### src/rtl/routing_checker_mp.sv
// CQ routing checker: decodes the SOP beat of each CQ packet, picks a DSP port, LOCAL or UR, and holds that choice for the whole packet.
// 1-cycle latency through a 2-entry skid buffer. s_axis_cq_tready drops only while the skid slot is full; UR packets are optionally consumed.
module routing_checker_mp #(
    parameter int IF_WIDTH       = 512,
    parameter int CQ_TUSER_WIDTH = 231,
    parameter int TKEEP_WIDTH    = 16,
    parameter int NUM_DSP        = 4,
    parameter int DROP_UR        = 1,
    parameter int SEL_W          = $clog2(NUM_DSP + 2)
) (
    input  logic                      user_clk,
    input  logic                      user_reset,
    input  logic [IF_WIDTH-1:0]       s_axis_cq_tdata,
    input  logic [TKEEP_WIDTH-1:0]    s_axis_cq_tkeep,
    input  logic                      s_axis_cq_tlast,
    input  logic [CQ_TUSER_WIDTH-1:0] s_axis_cq_tuser,
    input  logic                      s_axis_cq_tvalid,
    output logic                      s_axis_cq_tready,
    input  logic                      user_lnk_up,
    input  logic                      bus_num_rdy,
    input  logic [7:0]                pri_bus,
    input  logic [8*NUM_DSP-1:0]      sec_bus,
    input  logic [8*NUM_DSP-1:0]      sub_bus,
    input  logic [NUM_DSP-1:0]        port_en,
    output logic [IF_WIDTH-1:0]       m_axis_cq_tdata,
    output logic [TKEEP_WIDTH-1:0]    m_axis_cq_tkeep,
    output logic                      m_axis_cq_tlast,
    output logic [CQ_TUSER_WIDTH-1:0] m_axis_cq_tuser,
    output logic                      m_axis_cq_tvalid,
    input  logic                      m_axis_cq_tready,
    output logic [SEL_W-1:0]          m_select,
    output logic                      m_unsupported_req,
    output logic                      ur_event,
    output logic [15:0]               ur_count
);

    localparam logic [SEL_W-1:0] SEL_LOCAL = SEL_W'(NUM_DSP);
    localparam logic [SEL_W-1:0] SEL_UR    = SEL_W'(NUM_DSP + 1);

    typedef struct packed {
        logic [IF_WIDTH-1:0]       tdata;
        logic [TKEEP_WIDTH-1:0]    tkeep;
        logic                      tlast;
        logic [CQ_TUSER_WIDTH-1:0] tuser;
        logic [SEL_W-1:0]          sel;
        logic                      ur;
    } beat_t;

    typedef enum logic {IDLE, IN_PKT} state_t;

    state_t           state_q, state_d;
    logic [SEL_W-1:0] pkt_sel_q, pkt_sel_d;
    beat_t            out_q, out_d, skid_q, skid_d;
    logic             out_vld_q, out_vld_d, skid_vld_q, skid_vld_d;
    logic             ur_event_q, ur_event_d;
    logic [15:0]      ur_count_q, ur_count_d;

    logic [3:0]       req_type;
    logic [7:0]       tgt_bus, tgt_devfn;
    logic             is_cfg, dsp_hit, in_acc, push;
    logic [SEL_W-1:0] dsp_idx, sop_sel, cur_sel;
    beat_t            in_beat;

    assign req_type  = s_axis_cq_tdata[78:75];
    assign tgt_bus   = s_axis_cq_tdata[119:112];
    assign tgt_devfn = s_axis_cq_tdata[111:104];
    assign is_cfg    = (req_type[3:2] == 2'b10);

    // Descending scan so the lowest matching port index is the one left standing.
    always_comb begin
        dsp_hit = 1'b0;
        dsp_idx = '0;
        for (int i = NUM_DSP - 1; i >= 0; i--) begin
            if (port_en[i] && (sec_bus[8*i +: 8] <= tgt_bus) && (tgt_bus <= sub_bus[8*i +: 8])) begin
                dsp_hit = 1'b1;
                dsp_idx = SEL_W'(i);
            end
        end
    end

    always_comb begin
        sop_sel = SEL_UR;
        if (!user_lnk_up)               sop_sel = SEL_UR;
        else if (!bus_num_rdy)          sop_sel = SEL_LOCAL;
        else if (!is_cfg)               sop_sel = SEL_LOCAL;
        else if (tgt_bus == pri_bus)    sop_sel = (tgt_devfn == 8'd0) ? SEL_LOCAL : SEL_UR;
        else if (dsp_hit)               sop_sel = dsp_idx;
        else                            sop_sel = SEL_UR;
    end

    assign s_axis_cq_tready = ~skid_vld_q & ~user_reset;
    assign in_acc  = s_axis_cq_tvalid & s_axis_cq_tready;
    assign cur_sel = (state_q == IDLE) ? sop_sel : pkt_sel_q;
    assign push    = in_acc & ~((DROP_UR != 0) && (cur_sel == SEL_UR));

    always_comb begin
        in_beat.tdata = s_axis_cq_tdata;
        in_beat.tkeep = s_axis_cq_tkeep;
        in_beat.tlast = s_axis_cq_tlast;
        in_beat.tuser = s_axis_cq_tuser;
        in_beat.sel   = cur_sel;
        in_beat.ur    = (cur_sel == SEL_UR);
    end

    always_comb begin
        state_d    = state_q;
        pkt_sel_d  = pkt_sel_q;
        out_d      = out_q;
        out_vld_d  = out_vld_q;
        skid_d     = skid_q;
        skid_vld_d = skid_vld_q;
        ur_event_d = 1'b0;
        ur_count_d = ur_count_q;

        if (in_acc) begin
            if (state_q == IDLE) begin
                if (!s_axis_cq_tlast) begin
                    state_d   = IN_PKT;
                    pkt_sel_d = sop_sel;
                end
            end else if (s_axis_cq_tlast) begin
                state_d = IDLE;
            end
            if (s_axis_cq_tlast && (cur_sel == SEL_UR)) begin
                ur_event_d = 1'b1;
                if (ur_count_q != 16'hFFFF) ur_count_d = ur_count_q + 16'd1;
            end
        end

        // Skid slot refills the output first; tready is low while it is full, so no push collides.
        if (!out_vld_q || m_axis_cq_tready) begin
            if (skid_vld_q) begin
                out_d      = skid_q;
                out_vld_d  = 1'b1;
                skid_vld_d = 1'b0;
            end else begin
                out_d     = push ? in_beat : out_q;
                out_vld_d = push;
            end
        end else if (push) begin
            skid_d     = in_beat;
            skid_vld_d = 1'b1;
        end
    end

    always_ff @(posedge user_clk) begin
        if (user_reset) begin
            state_q    <= IDLE;
            pkt_sel_q  <= '0;
            out_q      <= '0;
            out_vld_q  <= 1'b0;
            skid_q     <= '0;
            skid_vld_q <= 1'b0;
            ur_event_q <= 1'b0;
            ur_count_q <= '0;
        end else begin
            state_q    <= state_d;
            pkt_sel_q  <= pkt_sel_d;
            out_q      <= out_d;
            out_vld_q  <= out_vld_d;
            skid_q     <= skid_d;
            skid_vld_q <= skid_vld_d;
            ur_event_q <= ur_event_d;
            ur_count_q <= ur_count_d;
        end
    end

    assign m_axis_cq_tdata   = out_q.tdata;
    assign m_axis_cq_tkeep   = out_q.tkeep;
    assign m_axis_cq_tlast   = out_q.tlast;
    assign m_axis_cq_tuser   = out_q.tuser;
    assign m_axis_cq_tvalid  = out_vld_q;
    assign m_select          = out_q.sel;
    assign m_unsupported_req = out_q.ur;
    assign ur_event          = ur_event_q;
    assign ur_count          = ur_count_q;

endmodule

### config.mk
export PLATFORM = sky130hd
export DESIGN_NAME = routing_checker_mp
export DESIGN_NICKNAME = d
export VERILOG_FILES = /design/src/rtl/routing_checker_mp.sv
export SDC_FILE = /design/constraint.sdc
export NUM_CORES = 2
export LEC_CHECK = 0
export ABC_CLOCK_PERIOD_IN_PS = 4200
export CAP_MARGIN = 30
export CORE_AREA = 2 2 626 628
export CTS_BUF_LIST = sky130_fd_sc_hd__clkbuf_16
export DETAILED_ROUTE_END_ITERATION = 10
export DIE_AREA = 0 0 628 630
export GPL_TIMING_DRIVEN = 0
export HOLD_SLACK_MARGIN = 0.1
export PLACE_DENSITY = 0.45
export RECOVER_POWER = 25
export SLEW_MARGIN = 20
export SYNTH_ARGS = -nofsm -noshare
export SYNTH_HDL_FRONTEND = slang
export SYNTH_SLANG_ARGS = --single-unit
### constraint.sdc
create_clock -name user_clk -period 4.2 [get_ports user_clk]
set_input_delay 0.84 -clock user_clk [delete_from_list [all_inputs] [get_ports user_clk]]
set_output_delay 0.84 -clock user_clk [all_outputs]
set_load 0.02 [all_outputs]
==> metrics.yaml <==
logic_synthesis:
  synth_mux_area_share_pct: 12.5
  synth_largest_area_cell: "dfxtp_1"
  synth_xor_area_share_pct: 0.114
  syn_area_um2: 61700
  synth_compound_area_share_pct: 16.5
  synth_commonest_cells: "1551 x dfxtp_1, 1543 x nand2_1, 800 x a21oi_1, 786 x nor2_1, 766 x a211oi_1"
  ys.flop_type: "dfxtp_1"
  synth_top_family_by_area: "compound AO/OA/AOI/OAI gates"
  synth_fa_ha_area_share_pct: 1.32
  synth_nets: 7990
  seq_area_frac_synth_pct: 50.3
  synthDistinctLibCells: 54
  synth.ff_latch_count: 1551
  netlist.area_leader.share_pct: 50.3
  synth_enable_flop_cells: 0
  synth.most_common_cell: "dfxtp_1"
  ys.warnings.count: 0
  ys_async_sr_fraction_pct: 0
  syn_inst: 7083
  yosys-top-cells-area: "dfxtp_1 50%, mux2i_1 12%, nand2_1 9.4%, a211oi_1 9.3%, a21oi_1 6.5%"
  syn-mean-instance-area_um2: 8.71
  yosys.area_share.simple_pct: 15.1
clock_tree:
  numCtsBuffers: 196
  cts.htree.levels: 4
  clockBufferDepth: 4
  tritoncts: "built"
  cts-root-buf: "clkbuf_16"
  ctsHoldBuffers: 0
  clk_pin_slew_ps: 60
  clk_latency_ps: 900
  cts_sinks: 1551
global_route:
  grt_first_pass_wirelength_um: 521000
  grt_max_degree: 18
  grt_use_total_pct: 19.2
  grt_pass1_vias: 56102
  antenna_found_initial: 241
  globalRouteOverflowTotal: 0
sta:
  slew_viol_final: 0
  hold_viol_final: 0
  hold_ws_ps: 329
  rsz0062_at_grt: "yes"
  tightest_slew_ps: 1040
  period_minus_slack_ps: 4160
  fmax_mhz: 240
  finalSetupViolations: 0
  min_period_over_period_pct: 99.1
  skew_ps: 74.6
  relSlewSlack_pct: 30.4
detailed_routing:
  drtAntennaViolNets: 0
  first_pass_iters: 5
  drt-vias-per-instance: 4.17
  wl_per_cell_um: 27.7
  drc: 0
  dr_total_vias: 60154
  drt_iter0_drc: 4444
  drt-total-wl_um: 400000
floorplanning:
  die_x_um: 628
  initial_core_util_pct: 15.9
  fp.dieH_um: 630
  ioPinCount: 1625
  rows: 229
  dieArea_um2: 396000
  coreArea_um2: 388000
final_layout:
  layout.cells.non_filler: 14433
  final_net_count: 9869
  drive_gt1_share_pct: 7.36
  fin_util_pct: 23.8
  syn_to_final_growth_pct: 50.1
power_and_ir_drop:
  power_density_nw_per_um2: 417
  totalPowerFinal_mw: 38.6
  power_leakage_nw: 31.1
  ir_drop_uv: 370
setup_path:
  crit_arrival_ps: 4950
  path_class: "input pin to register"
  start_kind: "input pin"
  path_max_fanout: 8
  required_ps: 4990
  worstSetupEndpointType: "register"
hold_path:
  hp-class: "input pin to register"
placed_design:
  dp_hpwl_um: 330000
  dpl.cell_count: 13947
  routabilityCongestion: 0.939
  port_buffers: 1624
run:
  drv_cap: 0
run_status:
  status: "complete, no violations"
power by group:
| part | internal (mW) | switching, mW |
|---|---|---|
| registers | 15.3 | 0.409 |
| clock network | 9.59 | 7.51 |
| logic | 2.31 | 3.43 |
| total | 27.2 | 11.4 |
registers in the layout (all words and copies together), names as in the netlist, 3 cells and up:
name	count
pkt_sel_q	3
ur_count	16
skid_q	764
m_axis_cq_tdata	512
m_axis_cq_tkeep	16
m_axis_cq_tuser	231
m_select	3
metrics by stage:
step	worst slack, ps	cell area [um^2]	setup TNS [ps]
6_report	38.2	92600	0
5_1_grt	-15.8	92500	-20.2
4_1_cts	-78.0	92200	-1080
3_5_place_dp	-4120	85300	-5126080
3_3_place_gp	-6080	84400	-7128580
2_1_floorplan	570	61700	0
cell type report:
class / instances / area, um^2
Timing Repair Buffer: 1683 / 17200
Clock buffer: 196 / 4900
Sequential cell: 1551 / 31000
Fill cell: 42567 / 296000
Multi-Input combinational cell: 4883 / 28200
Tap cell: 5197 / 6500
Antenna cell: 114 / 285
Buffer: 600 / 2880
Inverter: 47 / 195
Clock inverter: 162 / 1420
routing by layer:
| metal | track usage [%] | up-vias | part of all wire, % | wire length (um) |
|---|---|---|---|---|
| met5 | 0 | - | 0.10 | 411 |
| met4 | 7.73 | 60 | 4.1 | 16400 |
| met3 | 6.13 | 616 | 8.5 | 34000 |
| met2 | 32.8 | 2194 | 49 | 195000 |
| met1 | 22.1 | 28915 | 39 | 154000 |
| li1 | - | 28369 | - | - |
worst max-delay path, cell delays in order:
cell and delay (ps):
clkdlybuf4s15_2 300, buf_8 210, ha_1 300, nand4_1 80, buf_4 180, nor2_1 60, a211o_1 370, nand4_1 190
a2bb2oi_2 250, a211oi_4 150, o41a_4 580, clkbuf_8 220, buf_12 170, buf_4 200, buf_16 160, buf_4 200
buf_6 160, a211oi_1 210
final timing paths:
kind | start | endpoint | slack, ps | cells past startpoint
setup reg to reg | skid_vld_q | m_axis_cq_tdata[218] | 880 | 7
setup / recovery | s_axis_cq_tdata[116] | m_axis_cq_tdata[200] | 40 | 18
hold / removal | s_axis_cq_tdata[112] | skid_q[364] | 330 | 3
hold reg to reg | skid_q[69] | skid_q[69] | 450 | 2
cells by family after synthesis:
kind of cell | count (synthesis)
mux | 767
compound gates | 1627
xor+xnor | 8
buf+inv | 649
simple gates | 2416
fa+ha+maj | 65
flops | 1551
placed cells by master (no fill, tap or decap), types with 29 or more instances in the layout:
cell	Yosys	layout
mux2i_1	761	761
nand2_1	1543	1543
dlygate4sd3_1	0	576
dfxtp_1	1551	1551
buf_2	91	97
clkbuf_1	492	288
diode_2	0	114
inv_1	46	88
ha_1	65	65
clkbuf_4	0	29
clkdlybuf4s50_1	0	1040
nor2_1	786	785
clkinv_2	0	29
a211oi_1	766	765
clkbuf_16	0	199
clkbuf_2	0	156
clkinv_1	0	44
a21oi_1	800	797
timing repair:
action / CTS / global route
setup buffers: 12 / 3
gates resized for setup: 248 / 85
endpoints found under the setup margin: 1547 / 1167
pin swaps: 6 / 9
gates cloned: 0 / 1
(Power assumes the default switching activity.)
